[config.mk]
export PLATFORM = sky130hd
export DESIGN_NAME = video_axis_pattern_gen
export DESIGN_NICKNAME = d
export VERILOG_FILES = /design/src/rtl/video_axis_pattern_gen.sv
export SDC_FILE = /design/constraint.sdc
export NUM_CORES = 1
export LEC_CHECK = 0
export BUFFER_PORTS_ARGS = -buffer_cell sky130_fd_sc_hd__buf_2
export CAP_MARGIN = 10
export CORE_ASPECT_RATIO = 1.5
export CORE_MARGIN = 4
export CORE_UTILIZATION = 23
export DETAILED_ROUTE_END_ITERATION = 10
export GPL_TIMING_DRIVEN = 0
export MAX_ROUTING_LAYER = met4
export SLEW_MARGIN = 0
export SYNTH_ARGS = -nofsm -noshare
export SYNTH_HDL_FRONTEND = slang
export SYNTH_SLANG_ARGS = --single-unit
[constraint.sdc]
create_clock -name pixel_clk -period 2.1 [get_ports pixel_clk]
set_input_delay 0.105 -clock pixel_clk [delete_from_list [all_inputs] [get_ports pixel_clk]]
set_output_delay 0.105 -clock pixel_clk [all_outputs]
set_load 0.03 [all_outputs]
[src/rtl/video_axis_pattern_gen.sv]
// Synthetic AXI4-Stream video source: programmable blanking and four test patterns.
// Define VIDEO_GEN_MOVING_EN to scroll the ramp-H/checker patterns one pixel per frame.
module video_axis_pattern_gen #(
  parameter int DATA_WIDTH = 10,
  parameter int IMG_WIDTH  = 640,
  parameter int IMG_HEIGHT = 480,
  parameter int H_BLANK    = 160,
  parameter int V_BLANK    = 45
) (
  input  logic                  pixel_clk,
  input  logic                  rst_n,
  input  logic                  enable,
  input  logic [1:0]            pattern,
  output logic [DATA_WIDTH-1:0] m_axis_tdata,
  output logic                  m_axis_tuser,
  output logic                  m_axis_tlast,
  output logic                  m_axis_tvalid,
  output logic                  frame_done,
  output logic [15:0]           frame_cnt
);

  // state  | meaning
  // S_IDLE | counters parked at 0, waiting for enable at a frame boundary
  // S_RUN  | h/v counters sweeping active + blanking region of a frame

  localparam int H_TOT = IMG_WIDTH + H_BLANK;
  localparam int V_TOT = IMG_HEIGHT + V_BLANK;
  localparam int HW    = (H_TOT > 1) ? $clog2(H_TOT) : 1;
  localparam int VW    = (V_TOT > 1) ? $clog2(V_TOT) : 1;
  localparam int XW    = (DATA_WIDTH > 4) ? DATA_WIDTH : 4;

  localparam logic [HW-1:0] H_MAX      = HW'(H_TOT - 1);
  localparam logic [HW-1:0] H_LAST_ACT = HW'(IMG_WIDTH - 1);
  localparam logic [VW-1:0] V_MAX      = VW'(V_TOT - 1);
  localparam logic [VW-1:0] V_LAST_ACT = VW'(IMG_HEIGHT - 1);
  localparam logic [DATA_WIDTH-1:0] FLAT_GREY = DATA_WIDTH'(1) << (DATA_WIDTH - 1);

  typedef enum logic {S_IDLE, S_RUN} state_t;

  state_t          r_state;
  state_t          w_state_nxt;
  logic [HW-1:0]   r_h_cnt;
  logic [HW-1:0]   w_h_nxt;
  logic [VW-1:0]   r_v_cnt;
  logic [VW-1:0]   w_v_nxt;
  logic [1:0]      r_pat_q;
  logic [1:0]      w_pat_nxt;
  logic            w_frame_wrap;
  logic            w_active;
  logic            w_done;
  logic [7:0]      w_offset;
  logic [XW-1:0]   w_x;
  logic [XW-1:0]   w_y;
  logic [DATA_WIDTH-1:0] w_pix;

  always_ff @(posedge pixel_clk) begin
    if (!rst_n) begin
      r_state <= S_IDLE;
      r_h_cnt <= '0;
      r_v_cnt <= '0;
      r_pat_q <= 2'b00;
    end else begin
      r_state <= w_state_nxt;
      r_h_cnt <= w_h_nxt;
      r_v_cnt <= w_v_nxt;
      r_pat_q <= w_pat_nxt;
    end
  end

  always_comb begin
    w_state_nxt  = r_state;
    w_h_nxt      = r_h_cnt;
    w_v_nxt      = r_v_cnt;
    w_pat_nxt    = r_pat_q;
    w_frame_wrap = 1'b0;
    case (r_state)
      S_IDLE: begin
        w_h_nxt = '0;
        w_v_nxt = '0;
        if (enable) begin
          w_state_nxt = S_RUN;
          w_pat_nxt   = pattern;
        end
      end
      S_RUN: begin
        if (r_h_cnt == H_MAX) begin
          w_h_nxt = '0;
          if (r_v_cnt == V_MAX) begin
            // enable and pattern only matter here, so frames are never cut short
            w_v_nxt      = '0;
            w_frame_wrap = 1'b1;
            if (enable) w_pat_nxt = pattern;
            else        w_state_nxt = S_IDLE;
          end else begin
            w_v_nxt = r_v_cnt + 1'b1;
          end
        end else begin
          w_h_nxt = r_h_cnt + 1'b1;
        end
      end
      default: w_state_nxt = S_IDLE;
    endcase
  end

`ifdef VIDEO_GEN_MOVING_EN
  logic [7:0] r_offset;

  always_ff @(posedge pixel_clk) begin
    if (!rst_n)            r_offset <= 8'd0;
    else if (w_frame_wrap) r_offset <= r_offset + 1'b1;
  end

  assign w_offset = r_offset;
`else
  assign w_offset = 8'd0;
`endif

  assign w_active = (r_state == S_RUN) && (r_h_cnt <= H_LAST_ACT) && (r_v_cnt <= V_LAST_ACT);
  assign w_done   = w_active && (r_h_cnt == H_LAST_ACT) && (r_v_cnt == V_LAST_ACT);
  assign w_x      = XW'(r_h_cnt) + XW'(w_offset);
  assign w_y      = XW'(r_v_cnt);

  always_comb begin
    w_pix = '0;
    case (r_pat_q)
      2'b00:   w_pix = w_x[DATA_WIDTH-1:0];
      2'b01:   w_pix = w_y[DATA_WIDTH-1:0];
      2'b10:   w_pix = (w_x[3] ^ w_y[3]) ? '1 : '0;
      default: w_pix = FLAT_GREY;
    endcase
  end

  always_ff @(posedge pixel_clk) begin
    if (!rst_n) begin
      m_axis_tdata  <= '0;
      m_axis_tuser  <= 1'b0;
      m_axis_tlast  <= 1'b0;
      m_axis_tvalid <= 1'b0;
      frame_done    <= 1'b0;
      frame_cnt     <= 16'd0;
    end else begin
      m_axis_tdata  <= w_active ? w_pix : '0;
      m_axis_tuser  <= w_active && (r_h_cnt == '0) && (r_v_cnt == '0);
      m_axis_tlast  <= w_active && (r_h_cnt == H_LAST_ACT);
      m_axis_tvalid <= w_active;
      frame_done    <= w_done;
      if (w_done) frame_cnt <= frame_cnt + 1'b1;
    end
  end

endmodule

==> flow_metrics.tcl <==
set metrics [dict create \
    fin_worst_skew_ns 0.00604 \
    start_kind "flop" \
    path_max_fanout 5 \
    yosys_warnings 0 \
    cp_top_family "simple AND/OR/NAND/NOR gates" \
    io_buffers 34 \
    gp_congestion 0.899 \
    layout.nets 336 \
    syn_area_um2 2480 \
    max_cap_violations 0 \
    worst_slack_ns 0.119 \
    hold_path.class "in2reg" \
    root_buffer "clkbuf_16" \
    slew_viol_final 0 \
    p_leak_nw 1.10 \
    grt_max_degree 17 \
    grt_setup_unrepaired "no" \
    hold_violations 0 \
    max_freq_mhz 505 \
    n_fill_cell 1175 \
    post-route-period-util 0.943 \
    slowest_stage "or4_1" \
    cts_tree "yes" \
    status "completed" \
    clockBufferDepth 2 \
    vias 2178 \
    drive_gt1_frac 0.205 \
    synthDistinctLibCells 46 \
    first_pass_iters 4 \
    drtAntennaViolNets 0 \
    core_area_um2 10600 \
    grt_usage 0.104 \
    regToRegSetupSlack_ns 0.12 \
    endpoint_kind "flop" \
    grt_pass1_vias 2056 \
    syn_area_per_cell_um2 8.71 \
    synth_edf_count 0 \
    setup_viol 0 \
    fin_cells 472 \
    dieArea_um2 12600 \
    synth-main-ff-cell "dfxtp_1" \
    ir_worst_vdd_mv 0.294 \
    io_pins 35 \
    multi_input_area_um2 1330 \
    dpl.hpwl_um 4620 \
    synth_cells 285 \
    start_util 0.234 \
    p_per_area_nw_per_um2 639 \
    dp_cells 463 \
    clk_pin_slew_worst_paths_ns 0.07 \
    maxSlewHeadroom 0.400 \
    top_layer "met4" \
    synth_nets 295 \
    die_h_um 135 \
    place_ws_ns -0.0576 \
    regArea_um2 1070 \
    clock_latency_ns 0.29 \
    synth-seq-cells 53 \
    vias_per_cell 4.61 \
    overflow 0 \
    max_slew.worst_pin.slew_ns 0.893 \
    tns_ns 0 \
    wl_met3_um 232 \
    cp_cell_sequence "ha_2 > and4_4 > and4_4 > nand4_4 > or4_1 > a21oi_1" \
    cp.required_ns 2.33 \
    drc 0 \
    arrival_ns 2.21 \
    cts_max_level 2 \
    clock-sinks 53 \
    cts_buffers 5 \
    critPathKind "reg2reg" \
    min_period_ns 1.98 \
    post_drt_wl_per_cell_um 12.9 \
    drtIter0Drc 92 \
    cts_setup_buffers 0 \
    area_delta_synth_final_pct 21.2 \
    wl_met2_um 3240 \
    grt_pass1_wl_um 10100 \
    drt-total-wl_um 6070 \
    async_flop_share 0 \
    grt_antenna_before_repair 1 \
    rows 46 \
    die-width_um 92.8 \
    wl_met1_um 2490 \
    critical_path_buf_inv_count 0 \
    slowest_delay_ns 0.49 \
    path_common_cell "and4_4" \
    yosysSeqAreaShare 0.427 \
]
where the power goes:
part           switching (mW)  internal (mW)  total [mW]
logic                  0.0609         0.0278      0.0887
registers             0.00475           1.01        1.02
clock network           0.373          0.443       0.816
worst register-to-register path, delay by kind of cell (launching register included):
| family | cells | cell delay, ns |
|---|---|---|
| AO/OA/AOI/OAI | 1 | 0.14 |
| AND/OR/NAND/NOR | 4 | 1.20 |
| adder cells (fa/ha/maj) | 1 | 0.21 |
| flip-flops | 1 | 0.36 |
cell type report:
type,count,area share
inverters,11,0.0137
diodes,1,0.000832
clock inverters,2,0.00499
multi-input cells,208,0.443
well taps,144,0.0599
flip-flops and latches,53,0.354
repair buffers,34,0.0565
clock buffers,6,0.0428
plain buffers,13,0.0237
cell usage after synthesis (all sizes together), types with 6 or more instances:
master,count,area [µm²]
nand3,15,75.1
buf,6,37.5
or4,6,45.0
xnor2,12,105
o21ai,16,80.1
nand2,15,56.3
o21a,9,67.6
or3,12,81.3
inv,10,37.5
nor2,33,124
dfxtp,53,1060
a21oi,25,125
clkbuf,7,27.5
mux2i,8,80.1
nand4,6,67.6
and3,10,66.3
through the flow:
stage | power (mW) | utilization | area, µm² | hold slack (ns)
3_3_place_gp | 1.13 | 0.267 | 2830 | 0.363
6_report | 1.92 | 0.284 | 3010 | 0.0659
2_1_floorplan | 1.10 | - | 2480 | 0.241
3_5_place_dp | 1.13 | 0.267 | 2830 | 0.373
5_1_grt | 2.00 | 0.284 | 3010 | 0.0671
4_1_cts | 1.96 | 0.282 | 2980 | 0.0600
per-layer routing:
metal  global-route usage  vias to the layer above
met5                    -                        -
met4               0.0416                        0
met3               0.0267                        9
met2                0.184                       35
met1                0.109                     1037
li1                     -                     1097
path summary, 6_finish.rpt:
kind	startpoint	end	depth (start not counted)
max	r_h_cnt[0]	frame_cnt[11]	6
min	pattern[0]	r_pat_q[0]	3
max reg2reg	r_h_cnt[0]	frame_cnt[11]	6
min reg2reg	r_h_cnt[0]	r_h_cnt[0]	1
cell usage in the layout (no fill, tap or decap), types with 9 or more instances in the layout:
cell	count
dfxtp_1	49
buf_2	36
nor2_1	33
a21oi_1	25
o21ai_0	16
nand2_1	15
nand3_1	14
xnor2_1	12
inv_1	10
or3_1	10
o21a_1	9
registers in the layout, summed over array words and instances (netlist names):
name,flops
m_axis_tdata,10
m_axis_tvalid,1
r_pat_q,2
r_h_cnt,10
frame_cnt,16
m_axis_tlast,1
r_state,1
m_axis_tuser,1
r_v_cnt,10
frame_done,1
cell families (layout without fill, tap and decap cells):
group / after synthesis / count (layout) / synth area share
AND/OR/NAND/NOR: 118 / 118 / 0.273
flip-flops: 53 / 53 / 0.427
AO/OA/AOI/OAI: 60 / 60 / 0.140
multiplexers: 8 / 8 / 0.0323
XOR/XNOR: 17 / 17 / 0.0600
other: 0 / 1 / 0
adder cells (fa/ha/maj): 5 / 5 / 0.0252
buffers and inverters: 24 / 66 / 0.0428
repair_timing:
action	CTS	global route
setup endpoints to repair	10	30
resized for setup	3	9
hold endpoints to repair	0	0
cloned	0	0
pin swaps	0	0
hold buffers	0	0
Power figures use the tool's default switching activity.
